### config.mk
export PLATFORM = sky130hd
export DESIGN_NAME = ps2_host_tx
export DESIGN_NICKNAME = d
export VERILOG_FILES = /design/src/rtl/ps2_pkg.sv /design/src/rtl/ps2_sync_edge.sv /design/src/rtl/ps2_host_tx.sv
export SDC_FILE = /design/constraint.sdc
export NUM_CORES = 1
export LEC_CHECK = 0
export ABC_AREA = 1
export CORE_MARGIN = 2
export CORE_UTILIZATION = 65
export CTS_CLUSTER_DIAMETER = 40
export DETAILED_ROUTE_END_ITERATION = 10
export PLACE_DENSITY = 0.83
export SLEW_MARGIN = 10
export SYNTH_ARGS = -nofsm -noshare
export SYNTH_HDL_FRONTEND = slang
export SYNTH_SLANG_ARGS = --single-unit
### constraint.sdc
create_clock -name CLOCK_50 -period 2.7 [get_ports CLOCK_50]
set_input_delay 0.54 -clock CLOCK_50 [delete_from_list [all_inputs] [get_ports CLOCK_50]]
set_output_delay 0.54 -clock CLOCK_50 [all_outputs]
set_load 0.05 [all_outputs]
### src/rtl/ps2_pkg.sv
// ---------------------------------------------------------------------------
// ps2_pkg
// Shared definitions for the PS/2 host-side blocks (transmitter and the
// receive-side decoder):
//   - ps2_tx_state_e : transmitter FSM states
//   - ERR_*          : err_code values reported by ps2_host_tx
//   - PS2_CMD_*      : command bytes the host sends to the keyboard
//   - odd_parity()   : parity bit that makes the 9-bit (data + parity) odd
// ---------------------------------------------------------------------------
package ps2_pkg;

    typedef enum logic [2:0] {
        ST_IDLE      = 3'd0,
        ST_INHIBIT   = 3'd1,
        ST_START     = 3'd2,
        ST_WAIT_EDGE = 3'd3,
        ST_SEND      = 3'd4,
        ST_ACK       = 3'd5,
        ST_WAIT_IDLE = 3'd6
    } ps2_tx_state_e;

    localparam logic [1:0] ERR_NONE     = 2'd0;
    localparam logic [1:0] ERR_NO_EDGE  = 2'd1;
    localparam logic [1:0] ERR_FRAME_TO = 2'd2;
    localparam logic [1:0] ERR_NACK     = 2'd3;

    localparam logic [7:0] PS2_CMD_SET_LED = 8'hED;
    localparam logic [7:0] PS2_CMD_RESET   = 8'hFF;
    localparam logic [7:0] PS2_CMD_ENABLE  = 8'hF4;

    // Odd parity: 1 when the data byte holds an even number of ones.
    function automatic logic odd_parity(input logic [7:0] data);
        return ~^data;
    endfunction

endpackage

### src/rtl/ps2_sync_edge.sv
// ---------------------------------------------------------------------------
// ps2_sync_edge
// Two-flop synchronizer for a raw PS/2 pin, with an optional registered
// falling-edge detector. A pin fall shows up on `fall` 3 cycles later as a
// single-cycle pulse. Both flops reset to 1 (idle bus level) so that leaving
// reset never fakes a falling edge.
//   clk       in  1  system clock
//   rst_n     in  1  asynchronous active-low reset
//   pin_async in  1  raw pin
//   level     out 1  synchronized pin level
//   fall      out 1  one-cycle pulse per falling edge (0 when EDGE_EN = 0)
// ---------------------------------------------------------------------------
module ps2_sync_edge #(
    parameter bit EDGE_EN = 1'b1
) (
    input  logic clk,
    input  logic rst_n,
    input  logic pin_async,
    output logic level,
    output logic fall
);

    logic [1:0] sync_r;

    // Two-stage metastability filter on the raw pin.
    always_ff @(posedge clk or negedge rst_n) begin
        if (!rst_n) begin
            sync_r <= 2'b11;
        end else begin
            sync_r <= {sync_r[0], pin_async};
        end
    end

    assign level = sync_r[1];

    generate
        if (EDGE_EN) begin : g_edge
            logic prev_r;
            logic fall_r;

            // Remember the previous synced level and register the 1->0 transition.
            always_ff @(posedge clk or negedge rst_n) begin
                if (!rst_n) begin
                    prev_r <= 1'b1;
                    fall_r <= 1'b0;
                end else begin
                    prev_r <= sync_r[1];
                    fall_r <= prev_r & ~sync_r[1];
                end
            end

            assign fall = fall_r;
        end else begin : g_no_edge
            assign fall = 1'b0;
        end
    endgenerate

endmodule

### src/rtl/ps2_host_tx.sv
// ---------------------------------------------------------------------------
// ps2_host_tx
// Host-to-device PS/2 transmitter. Sends one command byte using the host
// request sequence: hold the clock low, pull data low (start bit), release
// the clock and then place each bit on the device's falling clock edges.
// The board level ties the open-drain pins as
//   PS2_CLK = ps2_clk_oe ? 1'b0 : 1'bz,  PS2_DAT = ps2_dat_oe ? 1'b0 : 1'bz.
//   CLOCK_50        in  1  system clock
//   KEY0            in  1  asynchronous active-low reset
//   ps2_clk_async   in  1  raw PS2_CLK pin
//   ps2_data_async  in  1  raw PS2_DAT pin
//   ps2_clk_oe      out 1  1 = pull PS2_CLK low
//   ps2_dat_oe      out 1  1 = pull PS2_DAT low
//   tx_data         in  8  command byte
//   tx_valid        in  1  request (accepted when tx_valid && tx_ready)
//   tx_ready        out 1  high only in IDLE
//   tx_done         out 1  one-cycle pulse after an ACKed frame
//   tx_error        out 1  one-cycle pulse on failure
//   err_code        out 2  last failure reason, cleared on accept
//   rx_inhibit      out 1  masks the receive decoder while a frame is active
// ---------------------------------------------------------------------------
module ps2_host_tx
    import ps2_pkg::*;
#(
    parameter int unsigned INHIBIT_CYCLES    = 5000,
    parameter int unsigned FIRST_EDGE_CYCLES = 750000,
    parameter int unsigned FRAME_CYCLES      = 100000
) (
    input  logic       CLOCK_50,
    input  logic       KEY0,
    input  logic       ps2_clk_async,
    input  logic       ps2_data_async,
    output logic       ps2_clk_oe,
    output logic       ps2_dat_oe,
    input  logic [7:0] tx_data,
    input  logic       tx_valid,
    output logic       tx_ready,
    output logic       tx_done,
    output logic       tx_error,
    output logic [1:0] err_code,
    output logic       rx_inhibit
);

    localparam int unsigned TIMEOUT_MAX =
        (FIRST_EDGE_CYCLES > FRAME_CYCLES) ? FIRST_EDGE_CYCLES : FRAME_CYCLES;
    localparam int unsigned CNT_W = $clog2(TIMEOUT_MAX + 1);

    localparam logic [CNT_W-1:0] CNT_ONE         = CNT_W'(1);
    localparam logic [CNT_W-1:0] INHIBIT_LAST    = CNT_W'(INHIBIT_CYCLES - 1);
    localparam logic [CNT_W-1:0] FIRST_EDGE_LAST = CNT_W'(FIRST_EDGE_CYCLES - 1);
    localparam logic [CNT_W-1:0] FRAME_LAST      = CNT_W'(FRAME_CYCLES - 1);

    ps2_tx_state_e    state_r;
    logic [CNT_W-1:0] cnt_r;
    logic [3:0]       bit_cnt_r;
    // {stop, parity, data[7:0]}: index = bit sent on fall (index + 1)
    logic [9:0]       frame_r;

    logic clk_level_s;
    logic clk_fall_s;
    logic dat_level_s;
    logic data_fall_unused_s;
    logic inhibit_end_s;
    logic edge_to_s;
    logic frame_to_s;

    ps2_sync_edge #(.EDGE_EN(1'b1)) u_clk_sync (
        .clk       (CLOCK_50),
        .rst_n     (KEY0),
        .pin_async (ps2_clk_async),
        .level     (clk_level_s),
        .fall      (clk_fall_s)
    );

    ps2_sync_edge #(.EDGE_EN(1'b0)) u_dat_sync (
        .clk       (CLOCK_50),
        .rst_n     (KEY0),
        .pin_async (ps2_data_async),
        .level     (dat_level_s),
        .fall      (data_fall_unused_s)
    );

    // ">=" rather than "==" so a fall landing on the limit cannot skip the check.
    assign inhibit_end_s = (cnt_r >= INHIBIT_LAST);
    assign edge_to_s     = (cnt_r >= FIRST_EDGE_LAST);
    assign frame_to_s    = (cnt_r >= FRAME_LAST);

    // Transmit FSM: sequencing, timeout counter and all registered outputs.
    always_ff @(posedge CLOCK_50 or negedge KEY0) begin
        if (!KEY0) begin
            state_r    <= ST_IDLE;
            cnt_r      <= '0;
            bit_cnt_r  <= 4'd0;
            frame_r    <= 10'd0;
            ps2_clk_oe <= 1'b0;
            ps2_dat_oe <= 1'b0;
            tx_ready   <= 1'b1;
            tx_done    <= 1'b0;
            tx_error   <= 1'b0;
            err_code   <= ERR_NONE;
            rx_inhibit <= 1'b0;
        end else begin
            tx_done  <= 1'b0;
            tx_error <= 1'b0;
            case (state_r)
                ST_IDLE: begin
                    ps2_clk_oe <= 1'b0;
                    ps2_dat_oe <= 1'b0;
                    if (tx_valid) begin
                        frame_r    <= {1'b1, odd_parity(tx_data), tx_data};
                        err_code   <= ERR_NONE;
                        cnt_r      <= '0;
                        ps2_clk_oe <= 1'b1;
                        rx_inhibit <= 1'b1;
                        tx_ready   <= 1'b0;
                        state_r    <= ST_INHIBIT;
                    end
                end

                // Falls seen here come from our own clock pull and are ignored.
                ST_INHIBIT: begin
                    if (inhibit_end_s) begin
                        ps2_dat_oe <= 1'b1;
                        cnt_r      <= '0;
                        state_r    <= ST_START;
                    end else begin
                        cnt_r <= cnt_r + CNT_ONE;
                    end
                end

                ST_START: begin
                    ps2_clk_oe <= 1'b0;
                    cnt_r      <= '0;
                    state_r    <= ST_WAIT_EDGE;
                end

                // Data held low (start bit) until the device starts clocking.
                ST_WAIT_EDGE: begin
                    if (edge_to_s) begin
                        ps2_clk_oe <= 1'b0;
                        ps2_dat_oe <= 1'b0;
                        tx_error   <= 1'b1;
                        err_code   <= ERR_NO_EDGE;
                        tx_ready   <= 1'b1;
                        rx_inhibit <= 1'b0;
                        state_r    <= ST_IDLE;
                    end else if (clk_fall_s) begin
                        ps2_dat_oe <= ~frame_r[0];
                        bit_cnt_r  <= 4'd1;
                        cnt_r      <= '0;
                        state_r    <= ST_SEND;
                    end else begin
                        cnt_r <= cnt_r + CNT_ONE;
                    end
                end

                // Falls 2..10: data bits 1..7, parity, stop (stop releases data).
                ST_SEND: begin
                    if (frame_to_s) begin
                        ps2_clk_oe <= 1'b0;
                        ps2_dat_oe <= 1'b0;
                        tx_error   <= 1'b1;
                        err_code   <= ERR_FRAME_TO;
                        tx_ready   <= 1'b1;
                        rx_inhibit <= 1'b0;
                        state_r    <= ST_IDLE;
                    end else begin
                        cnt_r <= cnt_r + CNT_ONE;
                        if (clk_fall_s) begin
                            ps2_dat_oe <= ~frame_r[bit_cnt_r];
                            if (bit_cnt_r == 4'd9) begin
                                state_r <= ST_ACK;
                            end else begin
                                bit_cnt_r <= bit_cnt_r + 4'd1;
                            end
                        end
                    end
                end

                // Fall 11: the device pulls data low to acknowledge.
                ST_ACK: begin
                    if (frame_to_s || (clk_fall_s && dat_level_s)) begin
                        ps2_clk_oe <= 1'b0;
                        ps2_dat_oe <= 1'b0;
                        tx_error   <= 1'b1;
                        err_code   <= frame_to_s ? ERR_FRAME_TO : ERR_NACK;
                        tx_ready   <= 1'b1;
                        rx_inhibit <= 1'b0;
                        state_r    <= ST_IDLE;
                    end else begin
                        cnt_r <= cnt_r + CNT_ONE;
                        if (clk_fall_s) begin
                            state_r <= ST_WAIT_IDLE;
                        end
                    end
                end

                ST_WAIT_IDLE: begin
                    if (frame_to_s) begin
                        ps2_clk_oe <= 1'b0;
                        ps2_dat_oe <= 1'b0;
                        tx_error   <= 1'b1;
                        err_code   <= ERR_FRAME_TO;
                        tx_ready   <= 1'b1;
                        rx_inhibit <= 1'b0;
                        state_r    <= ST_IDLE;
                    end else if (clk_level_s && dat_level_s) begin
                        tx_done    <= 1'b1;
                        tx_ready   <= 1'b1;
                        rx_inhibit <= 1'b0;
                        state_r    <= ST_IDLE;
                    end else begin
                        cnt_r <= cnt_r + CNT_ONE;
                    end
                end

                default: begin
                    ps2_clk_oe <= 1'b0;
                    ps2_dat_oe <= 1'b0;
                    tx_ready   <= 1'b1;
                    rx_inhibit <= 1'b0;
                    state_r    <= ST_IDLE;
                end
            endcase
        end
    end

endmodule

==> results.yml <==
yosys:
  yosysTopAreaCell: "dfrtp_1"
  synth_area_per_cell_sq_um: 6.76
  yosys.area.top_type_share_pct: 32.5
  ys_ff_latch: 51
  syn_nets: 528
  yosys_warnings: 0
  synthesis.area_sq_mm: 0.00346
  syn_inst: 512
  ys_types: 35
  synth-seq-area-share_pct: 37.1
  netlist_top_cells_area: "dfrtp_1, nand2_1, nand3_1, nor2_1, dfstp_2"
sta:
  max_slew_margin_pct: 56.3
  finalSetupTns_ns: 0
  tightestPinTransition_ns: 0.654
  slew_violations: 0
  finClkSkew_ns: 0.0109
  rsz0062_at_grt: "false"
  setup_viol: 0
  timing.final.crit_share_pct: 89.9
  fmax_ghz: 0.412
  layout_min_cycle_time_ns: 2.43
  hold_viol: 0
run:
  cap_violations: 0
grt:
  grt_pass1_vias: 3126
  grt_pass1_wl_microns: 14800
  grt_antenna_before_repair: 0
  gr-total-overflow: 0
  track_usage_pct: 31.1
  grt_start_max_net_pins: 27
setup_path:
  worstPathArrival_ns: 2.65
  critPathLaunchType: "flip-flop"
  end_kind: "flip-flop"
  path_max_fanout: 11
  critPathKind: "flip-flop to flip-flop"
  cp.required_ns: 2.92
final_layout:
  fin_nets: 542
  syn_to_final_growth_pct: 8.61
  multi_input_area_sq_mm: 0.00188
  ff_latch_area_sq_mm: 0.00128
  antenna_cells: 0
  drive_above_1_share_pct: 8.73
  n_fill_cell: 423
  fin_util_pct: 73.6
route:
  drc: 0
  routed-wl-met3_microns: 754
  wl_met1_microns: 3750
  ant_nets: 0
  wirelength_microns: 8520
  top_layer_used: "met4"
  drt_first_pass_iters: 5
  wl_met2_microns: 3880
  via_count: 3378
  wl_per_cell_microns: 14.3
  drt-vias-per-instance: 5.66
  initialDrtViolationCount: 381
clock_tree:
  clkLatencyLatePin_ns: 0.32
  clockBufferDepth: 2
  cts_tree: "built"
  clkSinkCount: 51
  cts_buffers: 5
  cts.clk_slew.worst_paths_ns: 0.10
  cts_root_buffer: "clkbuf_8"
  htreeDepth: 2
  hold_buffers: 0
floorplan:
  initial_core_util_pct: 67.7
  row_count: 26
  core_area_sq_mm: 0.00511
  die_area_sq_mm: 0.00592
  pin_count: 21
  die_w_microns: 77.0
  die_h_microns: 77.0
pwr:
  p_per_area_mw_per_mm2: 746
  irDropWorstVdd_uv: 517
  total_leakage_power_nw: 1.89
run_status:
  status: "completed"
placement:
  routabilityCongestion: 0.970
  place_hpwl_microns: 6240
  numPortBuffers: 20
worst_hold_path:
  min_path_type: "input pin to async pin"
## placed cells by master, fill, tap and decap left out, types with 6 or more instances in the layout
cell               n
clkdlybuf4s50_1   19
nand2_1          175
dfrtp_1           45
a21oi_1           18
xor2_1             7
nand4_1           16
o21ai_0           25
xnor2_1            8
inv_1             41
nor2_1            54
dfstp_2            6
inv_2              9
nand3_1           53
## stage by stage
step | worst slack (ns) | instances | hold WS (ns) | total power, W | cell area, sq um
2_1_floorplan | 0.931 | 512 | 0.244 | 0.00202 | 3460
3_3_place_gp | 0.400 | 589 | 0.346 | 0.00226 | 3660
3_5_place_dp | 0.310 | 589 | 0.351 | 0.00231 | 3660
4_1_cts | 0.221 | 597 | 0.230 | 0.00279 | 3750
5_1_grt | 0.0852 | 597 | 0.260 | 0.00302 | 3760
6_report | 0.273 | 597 | 0.205 | 0.00280 | 3760
## critical path: stages, from the launching register on
cell,delay [ns]
dfrtp_1,0.46
ha_1,0.30
nand2_2,0.10
nand2_1,0.13
nor3_1,0.06
o21ai_0,0.21
nand2_1,0.08
nand2_1,0.34
inv_1,0.09
nor2_1,0.26
nand2_1,0.16
nand2_1,0.10
nand2_1,0.05
## repair_timing
action                     in CTS  in global routing
resized for setup               0                  1
setup buffers                   0                  0
setup endpoints to repair       0                  2
## per-layer routing
metal / global-route usage (%) / vias up
li1: - / 1671
met1: 44.7 / 1530
met2: 47.7 / 156
met3: 5.76 / 21
met4: 9.64 / 0
met5: 0 / -
## power breakdown
part           internal (W)  leakage, nW  total, W  switching [W]
clock network      0.000193       0.0467  0.000482       0.000290
registers          0.000926        0.649   0.00107       0.000139
logic              0.000403         1.19   0.00125       0.000851
## cell families after synthesis
kind of cell / Yosys count / synth area share (%)
and+or+nand+nor: 320 / 39.9
buffers and inverters: 67 / 8.68
AOI/OAI and AO/OA: 53 / 8.46
DFF: 51 / 37.1
xor gates and xnor gates: 15 / 3.80
muxes: 3 / 0.976
adders and majority gates: 3 / 1.09
## synth_stat cells (all sizes together)
cell type / count
or2: 1
a21oi: 19
nand2: 181
a21o: 1
o211ai: 2
nor2: 58
nand4: 16
nand3b: 2
xnor2: 8
dfstp: 6
clkbuf: 4
xor2: 7
dfrtp: 45
a21boi: 1
o21ai: 28
nor3: 6
or3: 1
nand3: 55
mux2: 3
o21bai: 1
ha: 3
buf: 12
o2111ai: 1
inv: 50
clkinv: 1
## final timing paths
check	startpoint	to	slack [ns]	depth (start not counted)
max in group asynchronous	KEY0	u_dat_sync.sync_r[1]	1.74	2
hold reg to reg	u_clk_sync.sync_r[0]	u_clk_sync.sync_r[1]	0.37	0
min in group CLOCK_50	u_clk_sync.sync_r[0]	u_clk_sync.sync_r[1]	0.37	0
hold / removal	KEY0	cnt_r[3]	0.21	1
setup reg to reg	cnt_r[0]	state_r[2]	0.27	12
setup / recovery	cnt_r[0]	state_r[2]	0.27	12
## cell type report
type	count	share of cell area [%]
inverter	51	5.09
clock buffer	5	1.83
tap	70	2.33
timing repair buffer	23	5.79
clock inverter	3	0.733
multi-input combinational	394	50.0
sequential	51	34.2
## state kept, by name, indices dropped and copies added (netlist names)
name	count
u_clk_sync.fall	1
cnt_r	20
ps2_dat_oe	1
rx_inhibit	1
bit_cnt_r	4
frame_r	10
ps2_clk_oe	1
tx_done	1
tx_error	1
tx_ready	1
u_clk_sync.g_edge.prev_r	1
err_code	2
u_dat_sync.sync_r	2
state_r	3
u_clk_sync.sync_r	2
(Power assumes the default switching activity.)
==> variant (same flow settings) <==
Set the parameter `FIRST_EDGE_CYCLES` to 375000 (it was 750000).
--- a/src/rtl/ps2_host_tx.sv
+++ b/src/rtl/ps2_host_tx.sv
@@ -23,7 +23,7 @@
     import ps2_pkg::*;
 #(
     parameter int unsigned INHIBIT_CYCLES    = 5000,
-    parameter int unsigned FIRST_EDGE_CYCLES = 750000,
+    parameter int unsigned FIRST_EDGE_CYCLES = 375000,
     parameter int unsigned FRAME_CYCLES      = 100000
 ) (
     input  logic       CLOCK_50,
Function: same outputs for any inputs over 10 cycles, from zero or initial values; that may be too few to reach the edited logic, so the function may still have changed.
==> variant against the original RTL <==
Wire length increased by 10%; setup slack improved by 0.21 ns; fmax increased by 9.7%; power increased by 0.14%; count of clock-buffer cells in the layout unchanged; sequential cell count decreased by 1; synthesized area increased by 3.1%; design area increased by 4.4%; largest cell class unchanged; highest routed layer unchanged.
==> variant: results (changes against the original RTL) <==
| Metric | Value |
|---|---|
| Layout cell share with drive strength beyond 1 | `0.09660 (+0.009315)` |
| M1 GR Usage | `0.4669 (+0.02018)` |
| DR WL/cell | `14.90 um (+4.4%)` |
| Vias in the first global route | `3485 (+11%)` |
| Setup Fix Bufs, Post-CTS | `0 (unchanged)` |
| Met3 GRT Util | `0.04713 (-0.01052)` |
| Hold WC Path Type | `in2async` |
| Worst ir drop on vdd | `0.0005602 V (+8.3%)` |
| Global Route Usage Sum | `0.3287 (+0.01795)` |
| Largest cells by area after synthesis | `dfrtp_1, nand2_1, nand3_1, nor2_1, inv_1` |
| Maxcap violations | `0 (unchanged)` |
| Yosys cell types | `33 (-5.7%)` |
| Synthesized area per cell | `6.628 um^2 (-1.9%)` |
| DRT met1 WL | `4013 um (+7.0%)` |
| Seq/Total Area, Yosys | `0.3530 (-0.01808)` |
| DP Worst Slack | `0.5406 ns (+0.2303 ns)` |
| Clk_skew | `0.01372 ns (+0.002804 ns)` |
| CP arrival | `2.47 ns (-0.18 ns)` |
| Placed standard-cell area | `0.003825 mm^2 (+4.6%)` |
| Ant diodes | `0 (unchanged)` |
| Reg2reg path depth | `11 (-1)` |
| Worst reg2reg endpoint | `cnt_r[15]$_DFFE_PN0P_` |
| DP Wirelength | `6967 um (+12%)` |
| Grt met2 use | `0.5147 (+0.03746)` |
| Met3 wirelength from detailed routing | `912 um (+21%)` |
| CTS resizes | `0 (unchanged)` |
| Post-layout net count | `574 (+5.9%)` |
| Met2 Wirelength | `4239 um (+9.4%)` |
| Initial DRC count | `363 (-4.7%)` |
| GPL Wtd Cong | `1.046 (+7.8%)` |
| Placed cell count | `621 (+5.4%)` |
| Fin cells | `629 (+5.4%)` |
| Biggest regs | `cnt_r x19, frame_r x10, bit_cnt_r x4` |
| Status | `completed` |
| Post-synth top cells | `nand2_1, nand3_1, nor2_1, inv_1, dfrtp_1` |
| R2r setup slk | `0.49 ns (+0.21 ns)` |
| Leakage | `0.002045 uW (+8.5%)` |
| Hold_ws | `0.2177 ns (+0.01256 ns)` |
| Detailed Routing Iterations Pass 1 | `6 (+1)` |
| Vias/cell | `5.819 (+2.8%)` |
| Syn_nets | `554 (+4.9%)` |
| Crit Path Max Fanout | `14 (+3)` |
| Fillers | `408 (-3.5%)` |
| First-pass GRT wire length | `15930 um (+8.0%)` |
-- variant: changes by cell type after synthesis, moves of 3 or more --
cell     before  now
buf_6         5    2
o21ai_0      25   15
nand4_1      16   22
inv_1        41   50
nor3_1        4   18
nor2_1       54   61
nand2_1     175  168
nand3_1      53   66
-- variant: area by class of cell --
type / instances / area [um^2] / share of cell area
tap: 70 / 87.58 / 0.02233
clock inverter: 3 / 28.78 / 0.007337
inverter: 57 / 214.0 / 0.05455
clock buffer: 5 / 68.82 / 0.01754
timing repair buffer: 28 / 255.2 / 0.06507
multi-input combinational: 416 / 2009 / 0.5123
sequential: 50 / 1259 / 0.3209
-- variant: cells by family after synthesis --
family | after synthesis | synth area share
AO/OA/AOI/OAI | 40 | 0.06210
XOR/XNOR | 15 | 0.03684
adder cells (fa/ha/maj) | 3 | 0.01053
buffers and inverters | 72 | 0.08351
flip-flops | 50 | 0.3530
multiplexers | 3 | 0.009473
AND/OR/NAND/NOR | 355 | 0.4446
-- variant: how the worst max path moves through the flow --
stage	start	endpoint	slack, ns	cells past startpoint
floorplan	cnt_r[0]$_DFFE_PN0P_	cnt_r[9]$_DFFE_PN0P_	0.80	14
global placement	cnt_r[0]$_DFFE_PN0P_	cnt_r[9]$_DFFE_PN0P_	0.62	11
detailed placement	cnt_r[0]$_DFFE_PN0P_	cnt_r[15]$_DFFE_PN0P_	0.54	11
CTS	cnt_r[0]$_DFFE_PN0P_	cnt_r[15]$_DFFE_PN0P_	0.50	11
global route	cnt_r[0]$_DFFE_PN0P_	err_code[0]$_DFFE_PN0P_	0.23	14
finish	cnt_r[0]$_DFFE_PN0P_	cnt_r[15]$_DFFE_PN0P_	0.49	11
-- variant: where the power goes --
group / internal [uW] / switching, uW
registers: 910 / 148
clock network: 192 / 284
logic: 418 / 853
total: 1520 / 1290
